### config.mk
export PLATFORM = sky130hd
export DESIGN_NAME = total_zeros_stream_enc_flat
export DESIGN_NICKNAME = d
export VERILOG_FILES = /design/src/rtl/total_zeros_stream_enc_if.sv /design/src/rtl/total_zeros_stream_enc.sv /design/src/flat_wrapper.sv
export SDC_FILE = /design/constraint.sdc
export NUM_CORES = 1
export LEC_CHECK = 0
export ABC_CLOCK_PERIOD_IN_PS = 4300
export CAP_MARGIN = 5
export CORE_MARGIN = 1
export CORE_UTILIZATION = 37
export CTS_CLUSTER_DIAMETER = 60
export DETAILED_ROUTE_END_ITERATION = 7
export RECOVER_POWER = 100
export SLEW_MARGIN = 20
export SYNTH_ARGS = -nofsm -noshare
export SYNTH_HDL_FRONTEND = slang
export SYNTH_SLANG_ARGS = --single-unit
### constraint.sdc
create_clock -name clk -period 4.3 [get_ports clk]
set_input_delay 0.43 -clock clk [delete_from_list [all_inputs] [get_ports clk]]
set_output_delay 0.43 -clock clk [all_outputs]
set_load 0.01 [all_outputs]
### src/rtl/total_zeros_stream_enc_if.sv
// Coefficient-in / codeword-out handshake bundle of the CAVLC total_zeros encoder.
// The master is the upstream/downstream side; the slave is the encoder.
interface total_zeros_stream_enc_if #(
    parameter int COEF_W = 16,
    parameter int CODE_W = 9
);
    logic [1:0]        blk_mode;
    logic              in_valid;
    logic              in_ready;
    logic [COEF_W-1:0] in_coef;
    logic              in_last;
    logic              out_valid;
    logic              out_ready;
    logic [CODE_W-1:0] out_code;
    logic [3:0]        out_len;
    logic [4:0]        out_total_coeff;
    logic [3:0]        out_total_zeros;
    logic              out_err;

    modport master (
        output blk_mode, in_valid, in_coef, in_last, out_ready,
        input  in_ready, out_valid, out_code, out_len, out_total_coeff, out_total_zeros, out_err
    );

    modport slave (
        input  blk_mode, in_valid, in_coef, in_last, out_ready,
        output in_ready, out_valid, out_code, out_len, out_total_coeff, out_total_zeros, out_err
    );
endinterface

### src/rtl/total_zeros_stream_enc.sv
// Streaming CAVLC total_zeros encoder: counts TotalCoeff/TotalZeros over a zig-zag coefficient
// stream and emits the right-aligned total_zeros codeword with its length.
module total_zeros_stream_enc #(
    parameter int COEF_W = 16,
    parameter int CODE_W = 9
) (
    input  logic                    clk,
    input  logic                    rst_n,
    total_zeros_stream_enc_if.slave bus
);
    typedef enum logic [1:0] {COLLECT = 2'd0, LOOKUP = 2'd1, HOLD = 2'd2} state_t;

    // Table entries are {len[3:0], code[8:0]}, keyed by {TotalCoeff[3:0], total_zeros[3:0]}.
    function automatic logic [12:0] tz_vlc_4x4(input logic [3:0] tc, input logic [3:0] tz);
        logic [12:0] r;
        r = 13'd0;
        case ({tc, tz})
            8'h10: r = {4'd1, 9'b1};      8'h11: r = {4'd3, 9'b011};    8'h12: r = {4'd3, 9'b010};
            8'h13: r = {4'd4, 9'b0011};   8'h14: r = {4'd4, 9'b0010};   8'h15: r = {4'd5, 9'b00011};
            8'h16: r = {4'd5, 9'b00010};  8'h17: r = {4'd6, 9'b000011}; 8'h18: r = {4'd6, 9'b000010};
            8'h19: r = {4'd7, 9'b0000011};  8'h1a: r = {4'd7, 9'b0000010};
            8'h1b: r = {4'd8, 9'b00000011}; 8'h1c: r = {4'd8, 9'b00000010};
            8'h1d: r = {4'd9, 9'b000000011}; 8'h1e: r = {4'd9, 9'b000000010};
            8'h1f: r = {4'd9, 9'b000000001};
            8'h20: r = {4'd3, 9'b111};    8'h21: r = {4'd3, 9'b110};    8'h22: r = {4'd3, 9'b101};
            8'h23: r = {4'd3, 9'b100};    8'h24: r = {4'd3, 9'b011};    8'h25: r = {4'd4, 9'b0101};
            8'h26: r = {4'd4, 9'b0100};   8'h27: r = {4'd4, 9'b0011};   8'h28: r = {4'd4, 9'b0010};
            8'h29: r = {4'd5, 9'b00011};  8'h2a: r = {4'd5, 9'b00010};  8'h2b: r = {4'd6, 9'b000011};
            8'h2c: r = {4'd6, 9'b000010}; 8'h2d: r = {4'd6, 9'b000001}; 8'h2e: r = {4'd6, 9'b000000};
            8'h30: r = {4'd4, 9'b0101};   8'h31: r = {4'd3, 9'b111};    8'h32: r = {4'd3, 9'b110};
            8'h33: r = {4'd3, 9'b101};    8'h34: r = {4'd4, 9'b0100};   8'h35: r = {4'd4, 9'b0011};
            8'h36: r = {4'd3, 9'b100};    8'h37: r = {4'd3, 9'b011};    8'h38: r = {4'd4, 9'b0010};
            8'h39: r = {4'd5, 9'b00011};  8'h3a: r = {4'd5, 9'b00010};  8'h3b: r = {4'd6, 9'b000001};
            8'h3c: r = {4'd5, 9'b00001};  8'h3d: r = {4'd6, 9'b000000};
            8'h40: r = {4'd5, 9'b00011};  8'h41: r = {4'd3, 9'b111};    8'h42: r = {4'd4, 9'b0101};
            8'h43: r = {4'd4, 9'b0100};   8'h44: r = {4'd3, 9'b110};    8'h45: r = {4'd3, 9'b101};
            8'h46: r = {4'd3, 9'b100};    8'h47: r = {4'd4, 9'b0011};   8'h48: r = {4'd3, 9'b011};
            8'h49: r = {4'd4, 9'b0010};   8'h4a: r = {4'd5, 9'b00010};  8'h4b: r = {4'd5, 9'b00001};
            8'h4c: r = {4'd5, 9'b00000};
            8'h50: r = {4'd4, 9'b0101};   8'h51: r = {4'd4, 9'b0100};   8'h52: r = {4'd4, 9'b0011};
            8'h53: r = {4'd3, 9'b111};    8'h54: r = {4'd3, 9'b110};    8'h55: r = {4'd3, 9'b101};
            8'h56: r = {4'd3, 9'b100};    8'h57: r = {4'd3, 9'b011};    8'h58: r = {4'd4, 9'b0010};
            8'h59: r = {4'd5, 9'b00001};  8'h5a: r = {4'd4, 9'b0001};   8'h5b: r = {4'd5, 9'b00000};
            8'h60: r = {4'd6, 9'b000001}; 8'h61: r = {4'd5, 9'b00001};  8'h62: r = {4'd3, 9'b111};
            8'h63: r = {4'd3, 9'b110};    8'h64: r = {4'd3, 9'b101};    8'h65: r = {4'd3, 9'b100};
            8'h66: r = {4'd3, 9'b011};    8'h67: r = {4'd3, 9'b010};    8'h68: r = {4'd4, 9'b0001};
            8'h69: r = {4'd3, 9'b001};    8'h6a: r = {4'd6, 9'b000000};
            8'h70: r = {4'd6, 9'b000001}; 8'h71: r = {4'd5, 9'b00001};  8'h72: r = {4'd3, 9'b101};
            8'h73: r = {4'd3, 9'b100};    8'h74: r = {4'd3, 9'b011};    8'h75: r = {4'd2, 9'b11};
            8'h76: r = {4'd3, 9'b010};    8'h77: r = {4'd4, 9'b0001};   8'h78: r = {4'd3, 9'b001};
            8'h79: r = {4'd6, 9'b000000};
            8'h80: r = {4'd6, 9'b000001}; 8'h81: r = {4'd4, 9'b0001};   8'h82: r = {4'd5, 9'b00001};
            8'h83: r = {4'd3, 9'b011};    8'h84: r = {4'd2, 9'b11};     8'h85: r = {4'd2, 9'b10};
            8'h86: r = {4'd3, 9'b010};    8'h87: r = {4'd3, 9'b001};    8'h88: r = {4'd6, 9'b000000};
            8'h90: r = {4'd6, 9'b000001}; 8'h91: r = {4'd6, 9'b000000}; 8'h92: r = {4'd4, 9'b0001};
            8'h93: r = {4'd2, 9'b11};     8'h94: r = {4'd2, 9'b10};     8'h95: r = {4'd3, 9'b001};
            8'h96: r = {4'd2, 9'b01};     8'h97: r = {4'd5, 9'b00001};
            8'ha0: r = {4'd5, 9'b00001};  8'ha1: r = {4'd5, 9'b00000};  8'ha2: r = {4'd3, 9'b001};
            8'ha3: r = {4'd2, 9'b11};     8'ha4: r = {4'd2, 9'b10};     8'ha5: r = {4'd2, 9'b01};
            8'ha6: r = {4'd4, 9'b0001};
            8'hb0: r = {4'd4, 9'b0000};   8'hb1: r = {4'd4, 9'b0001};   8'hb2: r = {4'd3, 9'b001};
            8'hb3: r = {4'd3, 9'b010};    8'hb4: r = {4'd1, 9'b1};      8'hb5: r = {4'd3, 9'b011};
            8'hc0: r = {4'd4, 9'b0000};   8'hc1: r = {4'd4, 9'b0001};   8'hc2: r = {4'd2, 9'b01};
            8'hc3: r = {4'd1, 9'b1};      8'hc4: r = {4'd3, 9'b001};
            8'hd0: r = {4'd3, 9'b000};    8'hd1: r = {4'd3, 9'b001};    8'hd2: r = {4'd1, 9'b1};
            8'hd3: r = {4'd2, 9'b01};
            8'he0: r = {4'd2, 9'b00};     8'he1: r = {4'd2, 9'b01};     8'he2: r = {4'd1, 9'b1};
            8'hf0: r = {4'd1, 9'b0};      8'hf1: r = {4'd1, 9'b1};
            default: r = 13'd0;
        endcase
        return r;
    endfunction

    function automatic logic [12:0] tz_vlc_2x2(input logic [3:0] tc, input logic [3:0] tz);
        logic [12:0] r;
        r = 13'd0;
        case ({tc, tz})
            8'h10: r = {4'd1, 9'b1};   8'h11: r = {4'd2, 9'b01};  8'h12: r = {4'd3, 9'b001};
            8'h13: r = {4'd3, 9'b000};
            8'h20: r = {4'd1, 9'b1};   8'h21: r = {4'd2, 9'b01};  8'h22: r = {4'd2, 9'b00};
            8'h30: r = {4'd1, 9'b1};   8'h31: r = {4'd1, 9'b0};
            default: r = 13'd0;
        endcase
        return r;
    endfunction

    state_t            state_r;
    logic [4:0]        idx_r;
    logic [1:0]        mode_r;
    logic [4:0]        tc_r;
    logic [3:0]        tz_r;
    logic [3:0]        zpend_r;
    logic              in_ready_r;
    logic              out_valid_r;
    logic [CODE_W-1:0] out_code_r;
    logic [3:0]        out_len_r;
    logic [4:0]        out_tc_r;
    logic [3:0]        out_tz_r;
    logic              out_err_r;
    logic              err_r;

    logic [1:0]  mode_s;
    logic [4:0]  last_idx_s;
    logic        accept_s;
    logic        nz_s;
    logic        close_s;
    logic        err_nx_s;
    logic [4:0]  tc_nx_s;
    logic [3:0]  tz_nx_s;
    logic [3:0]  zpend_nx_s;
    logic [4:0]  blk_n_s;
    logic [12:0] vlc_s;

    // Per-beat counter update; the first beat of a block supplies the mode.
    always_comb begin
        mode_s = (idx_r == 5'd0) ? bus.blk_mode : mode_r;
        case (mode_s)
            2'b01:   last_idx_s = 5'd14;
            2'b10:   last_idx_s = 5'd3;
            default: last_idx_s = 5'd15;
        endcase
        accept_s   = bus.in_valid && in_ready_r && (state_r == COLLECT);
        nz_s       = (bus.in_coef != {COEF_W{1'b0}});
        close_s    = bus.in_last || (idx_r == last_idx_s);
        err_nx_s   = (mode_s == 2'b11) || (idx_r != last_idx_s) || !bus.in_last;
        tc_nx_s    = (nz_s && (tc_r != 5'd16)) ? tc_r + 5'd1 : tc_r;
        tz_nx_s    = nz_s ? tz_r + zpend_r : tz_r;
        zpend_nx_s = nz_s ? 4'd0 : zpend_r + 4'd1;
    end

    // Codeword selection; nothing is coded for an empty or completely full block.
    always_comb begin
        case (mode_r)
            2'b01:   blk_n_s = 5'd15;
            2'b10:   blk_n_s = 5'd4;
            default: blk_n_s = 5'd16;
        endcase
        if ((tc_r == 5'd0) || (tc_r == blk_n_s)) begin
            vlc_s = 13'd0;
        end else if (mode_r == 2'b10) begin
            vlc_s = tz_vlc_2x2(tc_r[3:0], tz_r);
        end else begin
            vlc_s = tz_vlc_4x4(tc_r[3:0], tz_r);
        end
    end

    // Block FSM: collect beats, register the table lookup, hold until the result is taken.
    always_ff @(posedge clk or negedge rst_n) begin
        if (!rst_n) begin
            state_r     <= COLLECT;
            idx_r       <= 5'd0;
            mode_r      <= 2'b00;
            tc_r        <= 5'd0;
            tz_r        <= 4'd0;
            zpend_r     <= 4'd0;
            err_r       <= 1'b0;
            in_ready_r  <= 1'b1;
            out_valid_r <= 1'b0;
            out_code_r  <= {CODE_W{1'b0}};
            out_len_r   <= 4'd0;
            out_tc_r    <= 5'd0;
            out_tz_r    <= 4'd0;
            out_err_r   <= 1'b0;
        end else begin
            case (state_r)
                COLLECT: begin
                    if (accept_s) begin
                        mode_r  <= mode_s;
                        tc_r    <= tc_nx_s;
                        tz_r    <= tz_nx_s;
                        zpend_r <= zpend_nx_s;
                        if (close_s) begin
                            err_r      <= err_nx_s;
                            idx_r      <= 5'd0;
                            in_ready_r <= 1'b0;
                            state_r    <= LOOKUP;
                        end else begin
                            idx_r <= idx_r + 5'd1;
                        end
                    end
                end
                LOOKUP: begin
                    out_valid_r <= 1'b1;
                    out_code_r  <= CODE_W'(vlc_s[8:0]);
                    out_len_r   <= vlc_s[12:9];
                    out_tc_r    <= tc_r;
                    out_tz_r    <= tz_r;
                    out_err_r   <= err_r;
                    state_r     <= HOLD;
                end
                HOLD: begin
                    if (bus.out_ready) begin
                        out_valid_r <= 1'b0;
                        in_ready_r  <= 1'b1;
                        tc_r        <= 5'd0;
                        tz_r        <= 4'd0;
                        zpend_r     <= 4'd0;
                        err_r       <= 1'b0;
                        idx_r       <= 5'd0;
                        state_r     <= COLLECT;
                    end
                end
                default: begin
                    out_valid_r <= 1'b0;
                    in_ready_r  <= 1'b1;
                    idx_r       <= 5'd0;
                    state_r     <= COLLECT;
                end
            endcase
        end
    end

    assign bus.in_ready        = in_ready_r;
    assign bus.out_valid       = out_valid_r;
    assign bus.out_code        = out_code_r;
    assign bus.out_len         = out_len_r;
    assign bus.out_total_coeff = out_tc_r;
    assign bus.out_total_zeros = out_tz_r;
    assign bus.out_err         = out_err_r;
endmodule

### src/flat_wrapper.sv
// flat-port wrapper written by rule: the top's interface ports become plain ports
module total_zeros_stream_enc_flat 
#(
    parameter int COEF_W = 16,
    parameter int CODE_W = 9
)
  (clk, rst_n, bus_blk_mode, bus_in_valid, bus_in_coef, bus_in_last, bus_out_ready, bus_in_ready, bus_out_valid, bus_out_code, bus_out_len, bus_out_total_coeff, bus_out_total_zeros, bus_out_err);
  total_zeros_stream_enc_if #(.COEF_W(COEF_W), .CODE_W(CODE_W)) bus_i ();
  input  logic clk;
  input  logic rst_n;
  input wire logic [$bits(bus_i.blk_mode)-1:0] bus_blk_mode;
  input wire logic [$bits(bus_i.in_valid)-1:0] bus_in_valid;
  input wire logic [$bits(bus_i.in_coef)-1:0] bus_in_coef;
  input wire logic [$bits(bus_i.in_last)-1:0] bus_in_last;
  input wire logic [$bits(bus_i.out_ready)-1:0] bus_out_ready;
  output wire logic [$bits(bus_i.in_ready)-1:0] bus_in_ready;
  output wire logic [$bits(bus_i.out_valid)-1:0] bus_out_valid;
  output wire logic [$bits(bus_i.out_code)-1:0] bus_out_code;
  output wire logic [$bits(bus_i.out_len)-1:0] bus_out_len;
  output wire logic [$bits(bus_i.out_total_coeff)-1:0] bus_out_total_coeff;
  output wire logic [$bits(bus_i.out_total_zeros)-1:0] bus_out_total_zeros;
  output wire logic [$bits(bus_i.out_err)-1:0] bus_out_err;
  assign bus_i.blk_mode = bus_blk_mode;
  assign bus_i.in_valid = bus_in_valid;
  assign bus_i.in_coef = bus_in_coef;
  assign bus_i.in_last = bus_in_last;
  assign bus_i.out_ready = bus_out_ready;
  assign bus_in_ready = bus_i.in_ready;
  assign bus_out_valid = bus_i.out_valid;
  assign bus_out_code = bus_i.out_code;
  assign bus_out_len = bus_i.out_len;
  assign bus_out_total_coeff = bus_i.out_total_coeff;
  assign bus_out_total_zeros = bus_i.out_total_zeros;
  assign bus_out_err = bus_i.out_err;
  total_zeros_stream_enc #(.COEF_W(COEF_W), .CODE_W(CODE_W)) u_core (.clk(clk), .rst_n(rst_n), .bus(bus_i));
endmodule
### Word level (Yosys, flattened, before mapping)

Memories as Yosys holds them, arrays and structs flattened.
Cells that the tools add are included.
Widths: inputs -> output; s select.

* register bits after elaboration: 48
* latch bits: 0
* memory bits (writable): 0
* memory bits (read-only): 1792
* input bits: 23
* output and inout port bits: 25
* logic and storage cells: 103
* memories kept: 1

Memory list
* (name not given): words 256, bits a word 7, rd ports 1, clocked after memory_dff 0, write ports 0, RTL line total_zeros_stream_enc.sv:17 `case ({tc, tz})`

* add/sub/neg operators: 4
* $mul: 0
* div/mod/pow operators: 0
* $lt $le $gt $ge: 0
* equality and inequality tests: 25
* shift operators: 0
* multiplexer cells: 33
* bitwise operators: 2
* reductions and logical operators: 24

Operators with widths (count)
* $pmux 11 s6: 1
* $eq 8x6->1 const B: 5
* $eq 8x5->1 const B: 4
* $mux 13: 2
* $mux 5: 5
* $pmux 4 s2: 3
* $mux 4: 5
* $pmux 5 s2: 2
* $reduce_and 4->1: 4
* $reduce_bool 16->1: 1
* $pmux 5 s3: 1
* $add 5x1->5 const B: 2
* $logic_not 5->1: 2
* $reduce_and 3->1: 3
* $eq 2x2->1 const B: 4
* $mux 2: 4
* $eq 2x1->1 const B: 3
* $mux 1: 6
* $ne 2x1->1 const B: 3
* $pmux 1 s3: 2
* $pmux 2 s3: 1
* $eq 5x4->1: 1
* $eq 5x5->1: 1
* $ne 5x4->1: 1
* 14 further kinds: 22

### Depth between registers and ports, before layout

* word-level depth: 10
* gate-level depth with buffers: 11
* gate-level depth less buffers: 8

### Worst setup path before layout

OpenSTA, ideal clock, no wires.

* path type: register to register
* from: register u_core.tz_r[1]
* to: register u_core.out_code_r[0] (netlist: u_core.bus.out_code[0])
* library setup time: 0.066 ns
* arrival: 2.444 ns
* required time: 4.234 ns
* slack: 1.790 ns
* stages on the path, launching flop included: 10
* buffers on the path: 2
* cell sequence: dfrtp_1 > clkbuf_1 > inv_1 > ha_1 > clkbuf_1 > nand2b_1 > a311oi_1 > a2111o_1 > a222oi_1 > a22o_1

* longest elaborated chain between the ends: 5
* elaborated cells on any way between the ends: 15
* those cells by class: eq/ne (9); mux (3); reduce/logical (2); memory (1)

Ends and longest elaborated chain
* from (decl): RTL line total_zeros_stream_enc.sv:91 `logic [3:0] tz_r;`
* from (signal assigned): RTL line total_zeros_stream_enc.sv:170 `tz_r <= tz_nx_s;`
* parallel branches: the longest is 3 deep, another holds $mem_v2 256x7
* $mux 13 (*): RTL line total_zeros_stream_enc.sv:140 `end else if (mode_r == 2'b10) begin`
* $mux 13 (*): RTL line total_zeros_stream_enc.sv:138 `if ((tc_r == 5'd0) || (tc_r == blk_n_s)) begin`
* to (signal assigned): RTL line total_zeros_stream_enc.sv:159 `out_code_r <= {CODE_W{1'b0}};`
* to (signal assigned): RTL line total_zeros_stream_enc.sv:184 `out_code_r <= CODE_W'(vlc_s[8:0]);`
* to (decl): RTL line total_zeros_stream_enc.sv:95 `logic [CODE_W-1:0] out_code_r;`

Mark *: on every way between the ends.
A chain may end at the register's enable or synchronous reset.

### Worst setup path after layout

* from: register u_core.tz_r[1]
* to: register u_core.out_len_r[1] (netlist: u_core.bus.out_len[1])

* longest elaborated chain between the ends: 5
* elaborated cells on any way between the ends: 15
* those cells by class: eq/ne (9); mux (3); reduce/logical (2); memory (1)

Ends and longest elaborated chain
* parallel branches: the longest is 3 deep, another holds $mem_v2 256x7
* $mux 13 (*): RTL line total_zeros_stream_enc.sv:140
* $mux 13 (*): RTL line total_zeros_stream_enc.sv:138
* to (signal assigned): RTL line total_zeros_stream_enc.sv:185 `out_len_r <= vlc_s[12:9];`
* to (decl): RTL line total_zeros_stream_enc.sv:96 `logic [3:0] out_len_r;`

Marks and branches as above.

==> results.json <==
{
  "hold_viol_final": 0,
  "seq_area_frac_synth": 0.2760,
  "ir_worst_vdd_v": 0.0001910,
  "finalNonFillerCells": 634,
  "cts_resized": 0,
  "cpMostUsedCell": "a21oi_1",
  "hold_start": "u_core.bus.out_total_coeff[4]",
  "min_path_cells": 2,
  "synth_top_area_frac": 0.2691,
  "port_buffers": 41,
  "grt_max_degree": 50,
  "die_x_um": 103.5,
  "total_power_mw": 2.725,
  "avgViaCountPerCell": 6.156,
  "yosysWarnings": 0,
  "detail_route.wl_per_cell_um": 18.33,
  "io-pin-count": 48,
  "fmax_ghz": 0.3470,
  "dr.pass1.iters": 5,
  "fin_nets": 546,
  "status": "finished, violations left",
  "numCtsBuffers": 5,
  "p_per_area_nw_per_um2": 637.3,
  "globalplace.congestion": 0.9413,
  "fillerInstances": 971,
  "min_period_ns": 2.882,
  "synth-main-ff-cell": "dfrtp_1",
  "leakage_nw": 1.791,
  "die_h_um": 103.5,
  "min_path_type": "reg -> reg",
  "worstReg2RegEnd": "u_core.bus.out_len[1]",
  "initial_core_util": 0.3865,
  "die_area_sq_um": 10710,
  "cts_tree": "built",
  "finalSetupTns_ns": 0,
  "r2r_slack_ns": 1.42,
  "worst_pin_slew_ns": 2.383,
  "required_ns": 4.49,
  "post-route-drc-count": 0,
  "r2r-start": "u_core.tz_r[1]",
  "cts_sinks": 42,
  "fp-row-count": 36,
  "drt-total-wl_um": 11620,
  "grt_pass1_vias": 3483,
  "clk-insertion-delay-late_ns": 0.30,
  "critPathCaptureType": "flip-flop",
  "syn_area_sq_um": 3812,
  "yosys_register_bits": 42,
  "rsz0062_at_grt": "no",
  "netlist_instances": 486,
  "num_vias": 3903,
  "coreArea_sq_um": 9864,
  "async_reset_ff_frac": 1.000,
  "relSlewSlack": -0.5888,
  "worst_setup_path_start_kind": "flip-flop",
  "path_cells": "inv_1, ha_1, nor2b_1, o21ai_0, a21oi_1, a21oi_1, o41ai_1, nand2_1",
  "layout-drive-gt1-share": 0.04391,
  "setup_viol": 0,
  "n_antenna_cell": 0,
  "clkTransAtPathRegs_ns": 0.09,
  "antenna_found_initial": 0,
  "cts_setup_buffers": 0,
  "drt_iter0_markers": 453,
  "grtUsageTotal": 0.2170,
  "critPathMaxStageDelay_ns": 0.70,
  "critPathSlowestCell": "dfrtp_1",
  "holdPathEnd": "u_core.bus.out_total_coeff[4]",
  "post_synth.cell_area_avg_sq_um": 7.844,
  "synth.top_cells.by_area": "dfrtp_1 27%, ha_1 7.2%, nand2_1 6.3%",
  "dp_hpwl_um": 8175,
  "reg2regPathDepth": 8,
  "global_route.overflow_total": 0,
  "worst-path-max-fanout": 16,
  "dp_cells": 626,
  "holdBufCountCts": 0,
  "drv_slew": 43,
  "ant_nets": 0,
  "final_common_cell": "nand2_1",
  "clk_path_buf_depth": 2,
  "htreeDepth": 2,
  "skew_ns": 0.006640,
  "cts_root_buf": "clkbuf_8",
  "path_class": "reg -> reg",
  "worstPathArrival_ns": 3.08,
  "final_cell_mix": "64 x nand2_1, 41 x dfrtp_1, 38 x o21ai_0",
  "grt_pass1_wl_um": 18690,
  "cap_viol_max_count": 1,
  "final_util": 0.4334,
  "synth-edff-count": 0,
  "violations": "max-capacitance violations, max-slew violations",
  "synth.distinct_cells": 76,
  "period_share": 0.6702,
  "syn_to_final_growth_pct": 12.14,
  "synth_top_cell_by_area": "dfrtp_1"
}
## worst max-delay path: cells and delay by family, from the launching register on
family,cells,cell delay (ns)
buffers and inverters,1,0.31
adders and majority gates,1,0.60
AOI/OAI and AO/OA,4,0.73
and+or+nand+nor,2,0.44
DFF,1,0.70
## synthesized netlist by cell type, types with 8 or more instances
| library cell | number |
|---|---|
| o21ai_0 | 37 |
| dfrtp_1 | 41 |
| nor2_1 | 27 |
| o31ai_1 | 8 |
| clkbuf_1 | 16 |
| nand2_1 | 64 |
| a21oi_1 | 37 |
| nand2b_1 | 19 |
| a31oi_1 | 11 |
| buf_2 | 17 |
| inv_1 | 15 |
| nand3_1 | 18 |
| ha_1 | 22 |
| nor2b_1 | 9 |
| nor3_1 | 9 |
## logic make-up (layout without fill, tap and decap cells)
family | after synthesis | in the layout | share of synthesized area
AND/OR/NAND/NOR | 184 | 184 | 0.2488
AO/OA/AOI/OAI | 162 | 162 | 0.2849
buffers and inverters | 59 | 69 | 0.07450
flip-flops | 42 | 42 | 0.2760
adder cells (fa/ha/maj) | 23 | 23 | 0.07745
XOR/XNOR | 10 | 10 | 0.02297
multiplexers | 5 | 5 | 0.01444
other | 1 | 6 | 0.0009836
## worst max-delay path by stage
stage	from	end	slack [ns]	cells past startpoint
final	u_core.tz_r[1]	u_core.bus.out_len[1]	1.42	8
after global routing	u_core.tz_r[1]	u_core.bus.out_code[1]	1.20	8
after CTS	u_core.tz_r[1]	u_core.bus.out_code[0]	1.48	8
after detailed placement	u_core.tz_r[1]	u_core.bus.out_code[0]	1.50	8
after global placement	u_core.tz_r[1]	u_core.bus.out_code[0]	1.46	8
after floorplan	u_core.tz_r[1]	u_core.bus.out_code[0]	1.79	9
## state kept, by name, indices dropped and copies added (netlist names), 2 cells and up
name	flops
u_core.bus.out_code	3
u_core.bus.out_len	4
u_core.bus.out_total_coeff	5
u_core.bus.out_total_zeros	4
u_core.idx_r	5
u_core.mode_r	2
u_core.state_r	2
u_core.tc_r	5
u_core.tz_r	4
u_core.zpend_r	4
## power by group
group / internal (mW) / total (mW) / switching (mW)
Sequential: 0.513 / 0.690 / 0.176
Combinational: 0.638 / 1.71 / 1.07
Clock: 0.174 / 0.325 / 0.151
## through the flow
| stage | hold slack [ns] | cell area, sq um | setup WS, ns |
|---|---|---|---|
| global placement | 0.4640 | 4213 | 1.461 |
| finish | 0.4786 | 4275 | 1.418 |
| detailed placement | 0.4713 | 4213 | 1.499 |
| CTS | 0.3281 | 4323 | 1.481 |
| global route | 0.5168 | 4275 | 1.200 |
| floorplan | 0.1344 | 3831 | 1.790 |
## per-layer routing
layer  GRT usage  vias up  share of wire
li1            -     1799              -
met4     0.06522        0          0.024
met3     0.04720       30           0.10
met2      0.3121      247           0.43
met1      0.3210     1827           0.45
met5           0        -              0
## final cells by class
cell class	count	area (sq um)	area share
Tap cell	133	166.4	0.03892
Inverter	15	56.30	0.01317
Timing Repair Buffer	46	437.9	0.1024
Clock inverter	2	37.54	0.008780
Sequential cell	42	1052	0.2461
Multi-Input combinational cell	390	2452	0.5736
Clock buffer	6	72.57	0.01697
(Power assumes the default switching activity.)
